### src/rtl/rx_232_capture.sv
// rx_232_capture
//   Receive datapath behind the RS-232 RX control FSM. Shifts serial bits in
//   while S is high. On the rising edge of EOR it captures {ferr, byte}.
//   Captures are buffered in a small first-word-fall-through FIFO.
//
// Ports
//   CLK      baud-rate clock (rising edge)
//   RST      asynchronous reset, active low
//   Rx       serial line
//   S        shift enable from the FSM (9 pulses per frame)
//   EOR      end-of-reception from the FSM (high idle/done)
//   RD       pop request, ignored when empty
//   CLR_OVR  synchronous clear of the overrun flag
//   DATA     head-of-FIFO byte
//   FERR     frame-error flag of the head entry
//   VALID    FIFO not empty
//   FULL     FIFO holds DEPTH entries
//   COUNT    number of stored entries
//   OVR      sticky overrun flag
module rx_232_capture #(
   parameter int DEPTH = 4,
   parameter int AW    = 2
) (
   input  logic          CLK,
   input  logic          RST,
   input  logic          Rx,
   input  logic          S,
   input  logic          EOR,
   input  logic          RD,
   input  logic          CLR_OVR,
   output logic [7:0]    DATA,
   output logic          FERR,
   output logic          VALID,
   output logic          FULL,
   output logic [AW:0]   COUNT,
   output logic          OVR
);

   localparam logic [AW:0] CNT_MAX = (AW+1)'(DEPTH);

   logic [8:0]    sh_q, sh_d;
   logic [3:0]    bc_q, bc_d;
   logic          eor_q;
   logic [AW-1:0] wp_q, wp_d, rp_q, rp_d;
   logic [AW:0]   cnt_q, cnt_d;
   logic          ovr_q, ovr_d;
   logic [8:0]    mem_q [DEPTH];

   logic cap, pop, push, drop, full, ferr;

   always_comb begin
      cap  = EOR & ~eor_q;
      full = (cnt_q == CNT_MAX);
      pop  = RD & (cnt_q != '0);
      push = cap & (~full | pop);
      drop = cap & full & ~pop;
      // Stop bit sits in sh[8] once all nine shifts are in. A wrong shift
      // count also marks the frame bad, which covers stale bits in sh.
      ferr = ~sh_q[8] | (bc_q != 4'd9);

      sh_d = S ? {Rx, sh_q[8:1]} : sh_q;

      bc_d = bc_q;
      if (cap)                      bc_d = S ? 4'd1 : 4'd0;
      else if (S && bc_q != 4'hF)   bc_d = bc_q + 4'd1;

      wp_d = push ? wp_q + 1'b1 : wp_q;
      rp_d = pop  ? rp_q + 1'b1 : rp_q;

      cnt_d = cnt_q;
      case ({push, pop})
         2'b10:   cnt_d = cnt_q + 1'b1;
         2'b01:   cnt_d = cnt_q - 1'b1;
         default: cnt_d = cnt_q;
      endcase

      // A drop takes priority over a coincident clear.
      ovr_d = drop | (ovr_q & ~CLR_OVR);
   end

   always_ff @(posedge CLK or negedge RST) begin
      if (!RST) begin
         sh_q  <= '0;
         bc_q  <= '0;
         eor_q <= 1'b1;
         wp_q  <= '0;
         rp_q  <= '0;
         cnt_q <= '0;
         ovr_q <= 1'b0;
         for (int i = 0; i < DEPTH; i++) mem_q[i] <= '0;
      end else begin
         sh_q  <= sh_d;
         bc_q  <= bc_d;
         eor_q <= EOR;
         wp_q  <= wp_d;
         rp_q  <= rp_d;
         cnt_q <= cnt_d;
         ovr_q <= ovr_d;
         if (push) mem_q[wp_q] <= {ferr, sh_q[7:0]};
      end
   end

   assign DATA  = mem_q[rp_q][7:0];
   assign FERR  = mem_q[rp_q][8];
   assign VALID = (cnt_q != '0);
   assign FULL  = full;
   assign COUNT = cnt_q;
   assign OVR   = ovr_q;

endmodule

### config.mk
export PLATFORM = sky130hd
export DESIGN_NAME = rx_232_capture
export DESIGN_NICKNAME = d
export VERILOG_FILES = /design/src/rtl/rx_232_capture.sv
export SDC_FILE = /design/constraint.sdc
export NUM_CORES = 1
export LEC_CHECK = 0
export CORE_MARGIN = 3
export CORE_UTILIZATION = 45
export DETAILED_ROUTE_END_ITERATION = 12
export DONT_BUFFER_PORTS = 1
export GPL_ROUTABILITY_DRIVEN = 0
export HOLD_SLACK_MARGIN = 0.06
export PLACE_DENSITY_LB_ADDON = 0.15
export SKIP_LAST_GASP = 1
export SYNTH_ARGS = -nofsm -noshare
export SYNTH_HDL_FRONTEND = slang
export SYNTH_SLANG_ARGS = --single-unit
### constraint.sdc
create_clock -name CLK -period 1.9 [get_ports CLK]
set_input_delay 0.19 -clock CLK [delete_from_list [all_inputs] [get_ports CLK]]
set_output_delay 0.19 -clock CLK [all_outputs]
set_load 0.005 [all_outputs]
==> flow_results.xml <==
<?xml version="1.0" encoding="UTF-8"?>
<metrics>
  <group name="outcome">
    <metric name="run_status" unit="">complete, no violations</metric>
  </group>
  <group name="logic_synthesis">
    <metric name="synth_flop_cell" unit="">sky130_fd_sc_hd__dfrtp_1</metric>
    <metric name="syn_area" unit="um^2">2640</metric>
    <metric name="syn-instance-count" unit="">174</metric>
    <metric name="synth_simple_gate_area_share" unit="">0.0531</metric>
    <metric name="synth_top_family_by_area" unit="">multiplexers</metric>
    <metric name="post_synth_xor_xnor_area" unit="">0.0199</metric>
    <metric name="netlist_top_cells_area" unit="">sky130_fd_sc_hd__dfrtp_1 (54%), sky130_fd_sc_hd__mux2_2 (20%), sky130_fd_sc_hd__mux4_2 (7.7%)</metric>
    <metric name="async_reset_ff_frac" unit="">1.00</metric>
    <metric name="postSynthRegisterBits" unit="">58</metric>
    <metric name="ys.warnings.count" unit="">0</metric>
    <metric name="syn_nets" unit="">189</metric>
    <metric name="synth.cells.most_frequent" unit="">sky130_fd_sc_hd__dfrtp_1 (57), sky130_fd_sc_hd__mux2_2 (46), sky130_fd_sc_hd__inv_1 (10)</metric>
    <metric name="yosysSeqAreaShare" unit="">0.550</metric>
    <metric name="yosysTopAreaCell" unit="">sky130_fd_sc_hd__dfrtp_1</metric>
    <metric name="synth_edf_count" unit="">0</metric>
    <metric name="post_synth_mux_area_share" unit="">0.277</metric>
    <metric name="synth.distinct_cells" unit="">34</metric>
    <metric name="synth_largest_type_area_fraction" unit="">0.540</metric>
    <metric name="avgSynthCellArea" unit="um^2">15.2</metric>
    <metric name="synthesized_area_fraction_occupied_by_ao_oa_aoi_and_oai_cells" unit="">0.0237</metric>
    <metric name="yosys.area_share.adder" unit="">0.0407</metric>
    <metric name="yosysMostFrequentCell" unit="">sky130_fd_sc_hd__dfrtp_1</metric>
  </group>
  <group name="clock_network">
    <metric name="cts_made_buffers" unit="">9</metric>
    <metric name="root_buffer" unit="">sky130_fd_sc_hd__clkbuf_8</metric>
    <metric name="worst_skew_pair.late_latency" unit="ns">0.33</metric>
    <metric name="clk_transition_reported_paths" unit="ns">0.06</metric>
    <metric name="cts_tree" unit="">built</metric>
    <metric name="cts.htree.levels" unit="">3</metric>
    <metric name="cts_num_sinks" unit="">58</metric>
    <metric name="cts_max_path_buffers" unit="">2</metric>
  </group>
  <group name="floorplanning">
    <metric name="core_area" unit="um^2">5610</metric>
    <metric name="row_count" unit="">27</metric>
    <metric name="die_width" unit="um">82.6</metric>
    <metric name="start_util" unit="">0.471</metric>
    <metric name="pin_count" unit="">22</metric>
    <metric name="floorplan.die_area" unit="um^2">6820</metric>
    <metric name="die-height" unit="um">82.6</metric>
  </group>
  <group name="job">
    <metric name="max_cap_viol_count" unit="">0</metric>
  </group>
  <group name="detailed_routing">
    <metric name="detail_route.drc_violations" unit="">0</metric>
    <metric name="final_antenna_net_count" unit="">0</metric>
    <metric name="firstDrtPassIters" unit="">4</metric>
    <metric name="vias" unit="">1478</metric>
    <metric name="routed_wirelength" unit="um">4940</metric>
    <metric name="wire_per_inst" unit="um">18.0</metric>
    <metric name="drt-initial-drc-count" unit="">56</metric>
    <metric name="post_drt_via_cell_ratio" unit="">5.37</metric>
  </group>
  <group name="finish">
    <metric name="final_nets" unit="">213</metric>
    <metric name="n_antenna_cell" unit="">0</metric>
    <metric name="layout-drive-gt1-share" unit="">0.448</metric>
    <metric name="final_core_util" unit="">0.554</metric>
    <metric name="fill_cells" unit="">480</metric>
    <metric name="area.growth.synth_to_final" unit="%">17.7</metric>
  </group>
  <group name="setup_path">
    <metric name="timing.reg2reg.worst_path_depth" unit="">9</metric>
    <metric name="worst_ep_arrival_time" unit="ns">2.13</metric>
    <metric name="setup.worst_path.end_class" unit="">flop</metric>
    <metric name="cp_launch_type" unit="">flop</metric>
    <metric name="r2r_end" unit="">COUNT[2]</metric>
    <metric name="worstPathMaxFanout" unit="">2</metric>
    <metric name="worstReg2RegStart" unit="">COUNT[1]</metric>
    <metric name="timing.reg2reg.setup_slack" unit="ns">0.02</metric>
    <metric name="worstPathRequired" unit="ns">2.16</metric>
    <metric name="setup.worst_path.class" unit="">reg2reg</metric>
  </group>
  <group name="grt">
    <metric name="grt_first_pass_wirelength" unit="um">8050</metric>
    <metric name="via_count_of_the_first_global_routing_pass" unit="">1629</metric>
    <metric name="pin_count_of_the_biggest_net_entering_global_routing" unit="">59</metric>
    <metric name="initial_antenna_violation_count" unit="">0</metric>
    <metric name="global_route.usage.total" unit="">0.167</metric>
    <metric name="globalRoute.totalOverflow" unit="">0</metric>
  </group>
  <group name="min_path">
    <metric name="hold_path_startpoint" unit="">S</metric>
    <metric name="hold_path_class" unit="">in2reg</metric>
    <metric name="min_delay_worst_endpoint" unit="">bc_q[1]</metric>
    <metric name="hold-path-cell-count" unit="">2</metric>
  </group>
  <group name="sta">
    <metric name="max_slew_headroom_at_the_worst_pin" unit="">0.658</metric>
    <metric name="grt_setup_unrepaired" unit="">true</metric>
    <metric name="report.final.hold_viol_count" unit="">0</metric>
    <metric name="tightestPinTransition" unit="ns">0.513</metric>
    <metric name="max_clock_freq" unit="MHz">532</metric>
    <metric name="tns" unit="ns">0</metric>
    <metric name="post-route-min-period" unit="ns">1.88</metric>
    <metric name="final_min_period_over_clock_period" unit="">0.989</metric>
    <metric name="drv_slew" unit="">0</metric>
    <metric name="report.final.setup_viol" unit="">0</metric>
    <metric name="fin_skew" unit="ns">0.00776</metric>
  </group>
  <group name="power">
    <metric name="power.density" unit="nW/um^2">1610</metric>
    <metric name="power.leakage" unit="nW">1.33</metric>
    <metric name="worst_ir_drop_vdd" unit="uV">642</metric>
  </group>
  <group name="placement">
    <metric name="dp_hpwl" unit="um">3250</metric>
    <metric name="port-buffer-count" unit="">0</metric>
  </group>
</metrics>
-- cell families (layout without fill, tap and decap cells) --
kind of cell,Yosys count,after routing
flip-flops,58,58
multiplexers,56,56
adder cells (fa/ha/maj),8,8
AND/OR/NAND/NOR,19,19
buffers and inverters,18,47
AO/OA/AOI/OAI,9,9
XOR/XNOR,6,6
-- sequential cells by signal, indices dropped and copies added (netlist names) --
signal / flops
COUNT: 3
OVR: 1
bc_q: 4
eor_q: 1
mem_q: 36
rp_q: 2
sh_q: 9
wp_q: 2
-- where the power goes --
group / total [mW] / switching (mW) / internal [mW]
combinational: 1.53 / 0.586 / 0.948
clock: 1.28 / 0.471 / 0.810
sequential: 2.18 / 0.410 / 1.77
total: 5.00 / 1.47 / 3.53
-- worst max-delay path, cell delays in order, from the launching register on --
cell                      delay, ns
sky130_fd_sc_hd__dfrtp_2       0.43
sky130_fd_sc_hd__nor4b_4       0.30
sky130_fd_sc_hd__nor2_2        0.06
sky130_fd_sc_hd__inv_1         0.06
sky130_fd_sc_hd__ha_2          0.17
sky130_fd_sc_hd__inv_1         0.05
sky130_fd_sc_hd__fa_2          0.34
sky130_fd_sc_hd__xor2_1        0.14
sky130_fd_sc_hd__nor2_1        0.11
sky130_fd_sc_hd__xor2_1        0.15
-- cell usage in the layout (no fill, tap or decap), types with 5 or more instances in the layout --
cell	synthesis	final
sky130_fd_sc_hd__dlygate4sd3_1	0	7
sky130_fd_sc_hd__mux4_2	9	9
sky130_fd_sc_hd__inv_1	10	10
sky130_fd_sc_hd__ha_1	7	6
sky130_fd_sc_hd__mux2_2	46	46
sky130_fd_sc_hd__nor3b_1	5	5
sky130_fd_sc_hd__dfrtp_1	57	55
sky130_fd_sc_hd__clkbuf_8	0	11
sky130_fd_sc_hd__buf_4	1	13
-- layer usage --
layer	share of wire	up-vias	GRT usage
met1	0.43	768	0.199
met4	0.022	0	0.0882
met3	0.031	8	0.0423
met5	0	-	0
li1	-	679	-
met2	0.51	23	0.276
-- cell type report --
class / instances / area (um^2) / share of cell area
Clock buffer: 12 / 155 / 0.0499
Clock inverter: 4 / 73.8 / 0.0238
Inverter: 10 / 37.5 / 0.0121
Multi-Input combinational cell: 98 / 1100 / 0.354
Sequential cell: 58 / 1460 / 0.468
Tap cell: 72 / 90.1 / 0.0290
Timing Repair Buffer: 21 / 195 / 0.0628
-- worst max-delay path by stage --
stage / start / endpoint
2_1_floorplan: COUNT[1] / COUNT[2]
3_3_place_gp: COUNT[1] / COUNT[2]
3_5_place_dp: COUNT[1] / COUNT[2]
4_1_cts: COUNT[1] / COUNT[2]
5_1_grt: COUNT[1] / COUNT[2]
6_report: COUNT[1] / COUNT[2]
-- timing repair --
item | 4_1_cts | 5_1_grt
cloned | 0 | 0
hold endpoints to repair | 70 | 0
pin swaps | 3 | 1
resized for setup | 1 | 0
setup endpoints to repair | 1 | 2
hold buffers | 8 | 0
setup buffers | 2 | 0
-- metrics by stage --
stage | area [um^2] | cells | worst slack (ns) | power, mW | hold WS (ns)
after CTS | 3110 | 275 | 0.00321 | 5.07 | 0.0604
after floorplan | 2650 | 174 | -0.0705 | 3.28 | -0.106
after global routing | 3110 | 275 | -0.142 | 5.32 | 0.0903
after detailed placement | 2770 | 249 | -0.0437 | 3.71 | -0.104
after global placement | 2770 | 249 | 0.0378 | 3.57 | -0.104
final | 3110 | 275 | 0.0209 | 5.00 | 0.0928
Note: power is estimated with default switching activity, not from simulation.
